### src/rtl/in_port_pkg.sv
// in_port_pkg: shared types and default parameters for the IN-port source.
// Contents: debouncer state enum, default WIDTH / DEPTH / DB_CYCLES.
// Imported by in_port_debounce and in_port_source.
package in_port_pkg;

  // Debounced button level is high in HIGH and FALL_WAIT.
  typedef enum logic [1:0] {
    LOW       = 2'd0,
    RISE_WAIT = 2'd1,
    HIGH      = 2'd2,
    FALL_WAIT = 2'd3
  } db_state_t;

  localparam int IN_PORT_WIDTH     = 32;
  localparam int IN_PORT_DEPTH     = 4;
  localparam int IN_PORT_DB_CYCLES = 16;

endpackage

### src/rtl/in_port_debounce.sv
// in_port_debounce: 2-FF synchronizer plus optional debounce FSM for the load button.
// Latency: 2 edges raw->synced; with IN_PORT_DEBOUNCE_EN a further DB_CYCLES edges to o_btn_db.
// Backpressure: none; free-running level filter.
// Ports: clk, reset (async active-low), i_btn_raw (asynchronous pushbutton), o_btn_db (debounced level).
// Macro IN_PORT_DEBOUNCE_EN selects the debounce FSM; undefined, o_btn_db is the synchronized level.
module in_port_debounce
  import in_port_pkg::*;
#(
  parameter int DB_CYCLES = IN_PORT_DB_CYCLES
) (
  input  logic clk,
  input  logic reset,
  input  logic i_btn_raw,
  output logic o_btn_db
);

  logic r_sync1;
  logic r_sync2;
  logic w_btn_s;

  always_ff @(posedge clk or negedge reset) begin
    if (!reset) begin
      r_sync1 <= 1'b0;
      r_sync2 <= 1'b0;
    end else begin
      r_sync1 <= i_btn_raw;
      r_sync2 <= r_sync1;
    end
  end

  assign w_btn_s = r_sync2;

`ifdef IN_PORT_DEBOUNCE_EN
  localparam int CW = (DB_CYCLES < 2) ? 1 : $clog2(DB_CYCLES);

  db_state_t       r_state;
  logic [CW-1:0]   r_cnt;
  logic            r_btn_db;

  // r_cnt holds the number of consecutive agreeing samples already seen in
  // a WAIT state; the sample that brings it to DB_CYCLES commits the change.
  always_ff @(posedge clk or negedge reset) begin
    if (!reset) begin
      r_state  <= LOW;
      r_cnt    <= '0;
      r_btn_db <= 1'b0;
    end else begin
      case (r_state)
        LOW: begin
          if (w_btn_s) begin
            if (DB_CYCLES <= 1) begin
              r_state  <= HIGH;
              r_btn_db <= 1'b1;
              r_cnt    <= '0;
            end else begin
              r_state <= RISE_WAIT;
              r_cnt   <= CW'(1);
            end
          end
        end
        RISE_WAIT: begin
          if (!w_btn_s) begin
            r_state <= LOW;
            r_cnt   <= '0;
          end else if (r_cnt == CW'(DB_CYCLES - 1)) begin
            r_state  <= HIGH;
            r_btn_db <= 1'b1;
            r_cnt    <= '0;
          end else begin
            r_cnt <= r_cnt + 1'b1;
          end
        end
        HIGH: begin
          if (!w_btn_s) begin
            if (DB_CYCLES <= 1) begin
              r_state  <= LOW;
              r_btn_db <= 1'b0;
              r_cnt    <= '0;
            end else begin
              r_state <= FALL_WAIT;
              r_cnt   <= CW'(1);
            end
          end
        end
        FALL_WAIT: begin
          if (w_btn_s) begin
            r_state <= HIGH;
            r_cnt   <= '0;
          end else if (r_cnt == CW'(DB_CYCLES - 1)) begin
            r_state  <= LOW;
            r_btn_db <= 1'b0;
            r_cnt    <= '0;
          end else begin
            r_cnt <= r_cnt + 1'b1;
          end
        end
        default: begin
          r_state  <= LOW;
          r_btn_db <= 1'b0;
          r_cnt    <= '0;
        end
      endcase
    end
  end

  assign o_btn_db = r_btn_db;
`else
  // DB_CYCLES has no effect in this build; tie it off so it is not flagged.
  logic w_unused_db;
  assign w_unused_db = (DB_CYCLES > 0);
  assign o_btn_db    = w_btn_s;
`endif

endmodule

### src/rtl/in_port_source.sv
// in_port_source: captures sw_data on each debounced load press into a FIFO feeding the CPU IN unit.
// Latency: raw press to in_valid is DB_CYCLES+3 edges (3 edges without IN_PORT_DEBOUNCE_EN); pop takes effect on the in_rd edge.
// Backpressure: push into a full FIFO without a same-cycle pop is dropped and sets sticky overflow.
// Ports: clk, reset (async active-low), sw_data, load_btn, in_rd, clear (sync flush) ->
//        IN_unit_input (head, 0 when empty), in_valid, full, count, overflow.
// Macro IN_PORT_DEBOUNCE_EN enables the button debounce FSM (see in_port_debounce).
module in_port_source
  import in_port_pkg::*;
#(
  parameter int WIDTH     = IN_PORT_WIDTH,
  parameter int DEPTH     = IN_PORT_DEPTH,
  parameter int DB_CYCLES = IN_PORT_DB_CYCLES
) (
  input  logic                     clk,
  input  logic                     reset,
  input  logic [WIDTH-1:0]         sw_data,
  input  logic                     load_btn,
  input  logic                     in_rd,
  input  logic                     clear,
  output logic [WIDTH-1:0]         IN_unit_input,
  output logic                     in_valid,
  output logic                     full,
  output logic [$clog2(DEPTH):0]   count,
  output logic                     overflow
);

  localparam int PW = $clog2(DEPTH);
  localparam int CW = PW + 1;

  logic              w_btn_db;
  logic              r_btn_db_d;
  logic              w_push;
  logic              w_pop;
  logic              w_full;
  logic              w_valid;
  logic              w_wr_en;

  logic [WIDTH-1:0]  r_mem [DEPTH];
  logic [PW-1:0]     r_wr_ptr;
  logic [PW-1:0]     r_rd_ptr;
  logic [CW-1:0]     r_count;
  logic              r_overflow;

  in_port_debounce #(
    .DB_CYCLES (DB_CYCLES)
  ) u_debounce (
    .clk       (clk),
    .reset     (reset),
    .i_btn_raw (load_btn),
    .o_btn_db  (w_btn_db)
  );

  assign w_push  = w_btn_db & ~r_btn_db_d;
  assign w_full  = (r_count == CW'(DEPTH));
  assign w_valid = (r_count != '0);
  assign w_pop   = in_rd & w_valid;
  // A full FIFO still accepts a push when the head leaves in the same cycle;
  // clear wins over everything, so the write is suppressed as well.
  assign w_wr_en = w_push & (~w_full | w_pop) & ~clear;

  always_ff @(posedge clk or negedge reset) begin
    if (!reset) begin
      r_btn_db_d <= 1'b0;
      r_wr_ptr   <= '0;
      r_rd_ptr   <= '0;
      r_count    <= '0;
      r_overflow <= 1'b0;
    end else begin
      r_btn_db_d <= w_btn_db;
      if (clear) begin
        r_wr_ptr   <= '0;
        r_rd_ptr   <= '0;
        r_count    <= '0;
        r_overflow <= 1'b0;
      end else begin
        if (w_wr_en) r_wr_ptr <= r_wr_ptr + 1'b1;
        if (w_pop)   r_rd_ptr <= r_rd_ptr + 1'b1;
        if (w_wr_en && !w_pop)      r_count <= r_count + 1'b1;
        else if (!w_wr_en && w_pop) r_count <= r_count - 1'b1;
        if (w_push && w_full && !w_pop) r_overflow <= 1'b1;
      end
    end
  end

  // Storage needs no reset: the head is gated to 0 whenever count is 0.
  always_ff @(posedge clk) begin
    if (w_wr_en) r_mem[r_wr_ptr] <= sw_data;
  end

  assign IN_unit_input = w_valid ? r_mem[r_rd_ptr] : '0;
  assign in_valid      = w_valid;
  assign full          = w_full;
  assign count         = r_count;
  assign overflow      = r_overflow;

endmodule

### config.mk
export PLATFORM = sky130hd
export DESIGN_NAME = in_port_source
export DESIGN_NICKNAME = d
export VERILOG_FILES = /design/src/rtl/in_port_pkg.sv /design/src/rtl/in_port_debounce.sv /design/src/rtl/in_port_source.sv
export SDC_FILE = /design/constraint.sdc
export NUM_CORES = 1
export LEC_CHECK = 0
export CORE_AREA = 2 2 120 122
export CTS_BUF_LIST = sky130_fd_sc_hd__clkbuf_8
export CTS_CLUSTER_DIAMETER = 40
export DETAILED_ROUTE_END_ITERATION = 6
export DIE_AREA = 0 0 122 124
export PLACE_DENSITY = 0.59
export SETUP_SLACK_MARGIN = 0.4
export SYNTH_ARGS = -nofsm -noshare
export SYNTH_HDL_FRONTEND = slang
export SYNTH_SLANG_ARGS = --single-unit
### constraint.sdc
create_clock -name clk -period 4.1 [get_ports clk]
set_input_delay 0.615 -clock clk [delete_from_list [all_inputs] [get_ports clk]]
set_output_delay 0.615 -clock clk [all_outputs]
set_load 0.01 [all_outputs]
==> results of run 1 <==
-- metrics by stage --
stage	total power (uW)	hold WS [ns]	worst slack [ns]
after global placement	3000	0.334	1.03
after floorplan	2410	0.319	1.76
after detailed placement	3010	0.336	0.967
after global routing	4150	0.370	0.648
after CTS	4000	0.353	0.747
final	3930	0.350	0.847
-- cell type report --
class / instances / area, um^2
fill: 1142 / 6970
sequential: 139 / 4120
multi-input combinational: 107 / 1260
timing repair buffer: 76 / 768
clock buffer: 17 / 234
tap: 180 / 225
clock inverter: 15 / 129
inverter: 5 / 18.8
-- routing by layer --
| metal | global-route usage (%) | vias up |
|---|---|---|
| li1 | - | 1198 |
| met1 | 17.4 | 1314 |
| met2 | 23.0 | 79 |
| met3 | 3.75 | 13 |
| met4 | 5.39 | 0 |
| met5 | 0 | - |
-- worst max-delay path by stage --
| stage | from | to | slack, ns |
|---|---|---|---|
| 4_1_cts | r_rd_ptr[0] | IN_unit_input[0] | 0.75 |
| 3_3_place_gp | in_rd | r_mem[3][13] | 1.03 |
| 2_1_floorplan | in_rd | r_mem[0][0] | 1.76 |
| 5_1_grt | r_rd_ptr[0] | IN_unit_input[0] | 0.65 |
| 3_5_place_dp | in_rd | r_mem[1][13] | 0.97 |
| 6_report | r_rd_ptr[0] | IN_unit_input[0] | 0.85 |
-- sequential cells by signal (all words and copies together), names as in the netlist --
name,flops
count,3
r_mem,128
r_rd_ptr,2
u_debounce.o_btn_db,1
overflow,1
r_wr_ptr,2
u_debounce.r_sync1,1
r_btn_db_d,1
-- power by group --
part	switching [uW]	internal (uW)
clock	514	476
combinational	508	742
sequential	93.7	1590
total	1120	2810
-- cell families after synthesis --
group / after synthesis / share of synthesized area [%]
DFF: 139 / 75.4
and+or+nand+nor: 58 / 6.19
buffers and inverters: 18 / 1.67
muxes: 35 / 13.8
adders and majority gates: 5 / 1.28
AOI/OAI and AO/OA: 5 / 0.871
xor gates and xnor gates: 4 / 0.779
-- placed cells by master (no fill, tap or decap), types with 2 or more instances in the layout --
cell type,n
edfxtp_1,128
clkdlybuf4s50_1,74
and2_1,34
mux4_2,32
clkbuf_8,17
nor2_1,12
dfrtp_1,9
clkinvlp_4,8
inv_1,7
and2_2,4
ha_1,4
or3_1,2
xor2_1,2
nand3_1,2
a21oi_1,2
inv_6,2
dfrtp_2,2
==> run summary, run 1 <==
Status: finished, final reports clean
Die W: 122 um
CORE AREA: 13700 um^2
PostCTS Resize Cnt: 0
Chip height: 124 um
Top Metal Used: met4
WL met3: 474 um
Worst-case reg-to-reg path depth: 8
Slowest stage delay, CP: 0.72 ns
Yosys reg bits: 139
Dpl cells: 507
Arr. time, crit path: 2.64 ns
Final Hold Viols: 0
Gr ovfl total: 0
Hold worst-path end: u_debounce.o_btn_db
Critical setup path kind: flop to output pin
Vias in the first global route: 2760
Post-CTS setup buffers: 0
H-tree depth: 4
Avg Cell Area, Syn: 20.7 um^2
Root Buffer: clkbuf_8
Largest delay contributor family on the critical path: buffers and inverters
Buf+Inv Stages, Crit Path: 2
Gpl congestion: 0.728
Synth async-reset ratio: 7.91%
Total number of vias: 2604
N_diodes: 0
Non-filler cells, final: 539
Skew final: 0.00918 ns
R2r startpoint: count[2]
Routed wire per std cell: 17.7 um
WP depth: 4
DRT antenna net count: 0
Initial antenna violation count: 0
Vias per cell: 4.83
Reg clk slew, reported paths: 0.08 ns
HPWL after DPL: 5630 um
CP max-delay cell: dfrtp_2
Pin count of the biggest net entering global routing: 34
Fmax: 307 MHz
Synth cell count leaders: edfxtp_1, and2_1, mux4_2
Layout cells sized above 1: 20.6%
Post-Synthesis Cells: 264
Area grow syn2layout: 23.6%
Slew Limit Fails: 0
Die ar.: 15100 um^2
Min Tclk post-route: 3.25 ns
Worst slew margin: 40.5%
TritonCTS buffer count: 17
Reg2reg setup slack: 1.23 ns
PD cells: 582 nW/um^2
Worst setup EP type: output pin
Met2 WL: 4860 um
Number of max-cap violations: 0
Placed cell area: 6390 um^2
Netlist cell types: 28
Post-detailed-routing wire length: 9520 um
Crit-path cells: buf_12, mux4_2, and2_1, clkdlybuf4s50_1
Critical Path RT: 3.48 ns
CTS tree: done
Max clock buf depth: 2
Reg-to-reg endpoint: count[2]
Post-route cell area: 6750 um^2
Least-Margin Pin Slew: 0.893 ns
Total GRT Usage: 13.8%
Hold-fix buffers, CTS: 0
Hold Crit Depth: 0
Post-synth EDFFs: 128
Nets: 388
Hold_sp: u_debounce.r_sync1
RSZ-0062 raised after global routing: no
Share of the synthesized area in the top cell type: 70.4%
Lkg Pwr: 0.00216 uW
Most common cell in the netlist: edfxtp_1
Starting density of the core: 39.8%
Mapped Area: 5460 um^2
Number of buffers added on ports: 74
First-pass GRT wire length: 14900 um
Final setup viols: 0
Yosys top cell by area: edfxtp_1
Synth Flop Type: edfxtp_1
Post-route DRC: 0
Net Count, Synth: 306
Kind of start point of the critical path: flop
Final Cycle Share: 79.3%
First-pass DRT Iterations: 6
IO Pins: 75
FP Rows: 43
Total Neg Setup Slack: 0 ns
Post-layout util: 49.2%
CTS Sinks: 139
Largest fanout on the critical path: 20
DRT met1 WL: 4040 um
Worst min path class: flop to flop
Synth top area cells: edfxtp_1, mux4_2, dfrtp_1
Synth warnings: 0
Iteration-0 DRC Markers: 185
Worst vdd ir: 265 uV
Worst-Skew Late Latency: 0.42 ns
Register area share after synthesis: 75.4%
Power figures use the tool's default switching activity.
==> run 2: changes to the inputs <==
==> constraint.sdc (replaced) <==
create_clock -name clk -period 3.11 [get_ports clk]
set_input_delay 0.4665 -clock clk [delete_from_list [all_inputs] [get_ports clk]]
set_output_delay 0.4665 -clock clk [all_outputs]
set_load 0.01 [all_outputs]
==> run 2 against run 1 <==
Compared with the run above:
- die area stayed put
- power is 34% higher
- global-route usage is 0.68 points higher
- count of clock-buffer cells in the layout stayed put
- non-clock buffer count is 18 higher
- core utilization is 2.1 points higher
- setup slack worse by 0.43 ns
- largest power group unchanged
==> run summary, run 2 (synthesis results as in run 1) <==
Status: finished, final reports clean
Worst slew margin: 67.1%
Min Tclk post-route: 2.69 ns
Largest fanout on the critical path: 5
Worst setup EP type: output pin
CORE AREA: 13700 um^2
PD cells: 749 nW/um^2
Starting density of the core: 39.8%
FP Rows: 43
H-tree depth: 4
IO Pins: 75
Max clock buf depth: 2
CTS tree: done
Number of buffers added on ports: 74
Critical setup path kind: flop to output pin
Final setup viols: 0
Die ar.: 15100 um^2
# fillers: 1169
Worst Setup EP: IN_unit_input[29]
Worst-case reg-to-reg path depth: 8
Non-filler cells, final: 555
Slew Limit Fails: 0
HPWL after DPL: 6140 um
TritonCTS buffer count: 17
Die W: 122 um
Final Hold Viols: 0
Skew final: 0.00949 ns
Post-route DRC: 0
Hold_ws: 0.348 ns
Total Neg Setup Slack: 0 ns
Worst vdd ir: 422 uV
Vias per cell: 4.89
Largest register by flop count: r_mem
Vias in the first global route: 2830
Reg clk slew, reported paths: 0.07 ns
Lkg Pwr: 0.00269 uW
Total GRT Usage: 14.5%
Pin count of the biggest net entering global routing: 34
Most frequent cells in the layout: edfxtp_1, clkdlybuf4s50_1, and2_1
Initial antenna violation count: 0
Max FFs per register: 128
Chip height: 124 um
Post-route cell area: 7040 um^2
CTS Sinks: 139
Critical Path Start: r_rd_ptr[0]
Layout cells sized above 1: 22.9%
Total number of vias: 2713
Gr ovfl total: 0
Worst-Skew Late Latency: 0.43 ns
Commonest non-fill, non-tap cell in the layout: edfxtp_1
Final Cycle Share: 86.6%
Area grow syn2layout: 28.9%
First-pass DRT Iterations: 4
Post-detailed-routing wire length: 10200 um
Fmax: 371 MHz
Arr. time, crit path: 2.23 ns
Kind of start point of the critical path: flop
Placed cell area: 6530 um^2
Critical Path RT: 2.64 ns
Routed wire per std cell: 18.4 um
Reg-to-reg endpoint: count[2]
Reg2reg setup slack: 0.65 ns
Dpl cells: 517
First-pass GRT wire length: 15600 um
Least-Margin Pin Slew: 0.492 ns
Iteration-0 DRC Markers: 157
Nets: 406
R2r startpoint: count[1]
DRT antenna net count: 0
Gpl congestion: 0.714
Number of max-cap violations: 0
N_diodes: 0
RSZ-0062 raised after global routing: yes
Root Buffer: clkbuf_8
Worst min path class: flop to flop
[run 2: changes by cell type in the layout (fill, tap and decap cells not counted), sizes merged]
cell | previous run | this run
clkdlybuf4s50 | 74 | 45
clkinv | 2 | 10
inv | 9 | 6
dlymetal6s2s | 0 | 27
clkinvlp | 8 | 1
dlygate4sd2 | 0 | 2
buf | 2 | 18
clkbuf | 17 | 19
[run 2: final cells by class]
cell class	instances	area [um^2]	area share, %
clock buffer	17	234	3.32
clock inverter	13	87.6	1.24
inverter	5	18.8	0.267
multi-input combinational	107	1260	17.8
sequential	139	4120	58.5
tap	180	225	3.20
timing repair buffer	94	1100	15.6
[run 2: how the worst min path moves through the flow]
stage	startpoint	to	slack, ns	cells past startpoint
2_1_floorplan	reset	count[0]	0.17	0
3_3_place_gp	u_debounce.r_sync1	u_debounce.o_btn_db	0.33	0
3_5_place_dp	u_debounce.r_sync1	u_debounce.o_btn_db	0.34	0
4_1_cts	u_debounce.r_sync1	u_debounce.o_btn_db	0.35	0
5_1_grt	u_debounce.r_sync1	u_debounce.o_btn_db	0.36	0
6_report	u_debounce.r_sync1	u_debounce.o_btn_db	0.35	0
[run 2: layer usage]
metal	routed length (um)	GRT usage, %	share of wire [%]
met1	4560	19.2	45
met2	4920	22.3	48
met3	554	4.49	5.4
met4	182	6.25	1.8
met5	0	0	0
[run 2: power by group]
part | total [uW] | leakage (uW) | internal (uW) | switching, uW
clock | 1220 | 0.000167 | 597 | 626
combinational | 1910 | 0.00123 | 1090 | 811
sequential | 2140 | 0.00129 | 2100 | 39.7
[run 2: critical path, cell delays in order, from the launching register on]
cell and delay [ns]:
dfrtp_2 0.39, buf_12 0.13, buf_12 0.12, mux4_2 0.50
and2_1 0.18, clkdlybuf4s50_1 0.47
[run 2: metrics by stage]
step	setup slack, ns	power (uW)	utilization, %
floorplan	0.784	3170	-
global placement	0.445	4010	47.6
detailed placement	0.417	4010	47.6
CTS	0.306	5280	50.1
global route	0.295	5560	51.3
finish	0.416	5270	51.3
[run 2: what timing repair did]
action,4_1_cts,5_1_grt
buffers inserted,2,4
pin swaps,0,0
endpoints found under the setup margin,29,30
gates resized for setup,6,29
hold buffers,0,0
cloned,0,2
==> run 3: changes to the inputs <==
==> constraint.sdc (replaced) <==
create_clock -name clk -period 3.11 [get_ports clk]
set_input_delay 0.4665 -clock clk [delete_from_list [all_inputs] [get_ports clk]]
set_output_delay 0.4665 -clock clk [all_outputs]
set_load 0.02 [all_outputs]
==> run 3 against run 2 <==
Compared with the run above:
- sequential power about the same
- critical path depth unchanged
- setup slack better by 0.062 ns
- sequential share of layout area up 0.36 points
- via count up 0.37%
- first-iteration DRC count down 17%
- hold slack better by 0.0018 ns
- cell count up 1.8%
- clock skew down 0.0031 ns
- largest cell class unchanged
- largest power group unchanged
==> run summary, run 3 (synthesis results as in run 1) <==
Worst slew margin: 65.4%
Worst min path class: flop to flop
Area grow syn2layout: 28.2%
Die ar.: 15100 um^2
Sw Pwr: 1680 uW
Comb power frac: 36.7%
Slowest stage delay, CP: 0.51 ns
GR met2 Demand/Resource: 23.7%
Buf+Inv Stages, Crit Path: 3
Number of max-cap violations: 0
Internal power: 3790 uW
Kind of start point of the critical path: flop
Fmax: 380 MHz
Lkg Pwr: 0.00250 uW
Final Hold Viols: 0
Tot Pwr: 5470 uW
N_diodes: 0
Largest fanout on the critical path: 10
Least-Margin Pin Slew: 0.517 ns
Total number of vias: 2723
Starting density of the core: 39.8%
PD cells: 781 nW/um^2
RSZ-0062 raised after global routing: yes
TritonCTS buffer count: 17
Total GRT Usage: 15.0%
DRT antenna net count: 0
CP max-delay cell: mux4_2
Max FFs per register: 128
Gr ovfl total: 0
Die W: 122 um
Crit-path cells: buf_4, buf_8, mux4_2, and2_1, dlygate4sd2_1
Chip height: 124 um
GRT met3 Usage: 4.21%
Max clock buf depth: 2
Arr. time, crit path: 2.17 ns
Vias in the first global route: 2926
First-pass DRT Iterations: 6
Clk pwr share: 23.9%
# fillers: 1164
Slew Limit Fails: 0
Layout cells sized above 1: 24.4%
Gpl congestion: 0.681
Met1 GRT Util: 19.4%
Iteration-0 DRC Markers: 130
Post-route DRC: 0
CORE AREA: 13700 um^2
Most frequent cells in the layout: edfxtp_1, clkdlybuf4s50_1, and2_1
CTS tree: done
Hold-fix buffers, CTS: 0
IO Pins: 75
Worst vdd ir: 447 uV
Min Tclk post-route: 2.63 ns
H-tree depth: 4
Routed wire per std cell: 18.3 um
Worst setup EP type: output pin
Fraction of power consumed by sequential logic: 39.4%
First-pass GRT wire length: 16100 um
Pre-CTS WS: 0.419 ns
HPWL after DPL: 6120 um
Reg clk slew, reported paths: 0.07 ns
Pin count of the biggest net entering global routing: 36
Critical setup path kind: flop to output pin
Busiest grt layer: met2
Total Neg Setup Slack: 0 ns
Number of buffers added on ports: 74
Sw Share: 30.7%
Skew final: 0.00640 ns
Final setup viols: 0
Largest delay contributor family on the critical path: buffers and inverters
Nets: 414
Final Cycle Share: 84.6%
Vias per cell: 4.82
Root Buffer: clkbuf_8
Post-detailed-routing wire length: 10300 um
Worst-Skew Late Latency: 0.43 ns
FP Rows: 43
Commonest non-fill, non-tap cell in the layout: edfxtp_1
CTS Sinks: 139
Status: finished, final reports clean
Worst setup margin: 0.478 ns
Initial antenna violation count: 0
Largest register by flop count: r_mem
Critical Path RT: 2.64 ns
run 3: cell types whose count changed in the layout (fill, tap and decap cells not counted), sizes merged:
cell and change:
clkdlybuf4s50 -3, clkinv -2, bufinv +1, clkbuf -2, buf +10, dlymetal6s2s -23, dlygate4sd2 +26, inv +3
run 3: final timing paths:
path                       cells after the start                from                  end  slack [ns]
setup reg to reg                               8            count[0]             count[2]        0.62
hold reg to reg                                0  u_debounce.r_sync1  u_debounce.o_btn_db        0.35
setup / recovery                               5         r_rd_ptr[0]     IN_unit_input[1]        0.48
min in group asynchronous                      1               reset           r_btn_db_d        0.38
hold / removal                                 0  u_debounce.r_sync1  u_debounce.o_btn_db        0.35
max in group asynchronous                      1               reset          r_rd_ptr[1]        2.34
run 3: final cells by class:
cell class / instances / area, um^2 / area share [%]
clock buffers: 17 / 234 / 3.34
clock inverters: 15 / 118 / 1.68
inverters: 5 / 18.8 / 0.268
multi-input cells: 107 / 1260 / 17.9
flip-flops and latches: 139 / 4120 / 58.9
well taps: 180 / 225 / 3.22
repair buffers: 102 / 1020 / 14.6
run 3: power groups by stage:
stage / combinational, uW / sequential [uW] / clock [uW]
global placement: 1970 / 2230 / 0
finish: 2010 / 2160 / 1310
floorplan: 1190 / 2190 / 0
global route: 2180 / 2160 / 1430
CTS: 1940 / 2160 / 1350
detailed placement: 1970 / 2230 / 0
run 3: stage by stage:
step | hold WS, ns | cell area (um^2) | util [%] | std cells
finish | 0.350 | 7000 | 51.0 | 565
global route | 0.367 | 7000 | 51.0 | 565
CTS | 0.353 | 6900 | 50.3 | 557
detailed placement | 0.336 | 6500 | 47.4 | 517
global placement | 0.336 | 6500 | 47.4 | 517
floorplan | 0.171 | 5460 | - | 264
run 3: per-layer routing:
layer | vias to the layer above | wire [um]
met4 | 0 | 145
met5 | - | 0
met3 | 10 | 539
met1 | 1397 | 4510
li1 | 1252 | -
met2 | 64 | 5120
run 3: worst reg2reg max path, cell delays in order (launching register included):
cell	delay, ns
dfrtp_1	0.43
nor2_1	0.31
a31oi_4	0.17
nor2b_1	0.20
and2_1	0.18
fa_1	0.41
or3_1	0.39
a32oi_1	0.21
a21oi_1	0.09
run 3: what timing repair did:
| item | CTS | global route |
|---|---|---|
| gates resized for setup | 31 | 5 |
| endpoints found under the setup margin | 32 | 7 |
| buffers inserted | 8 | 8 |
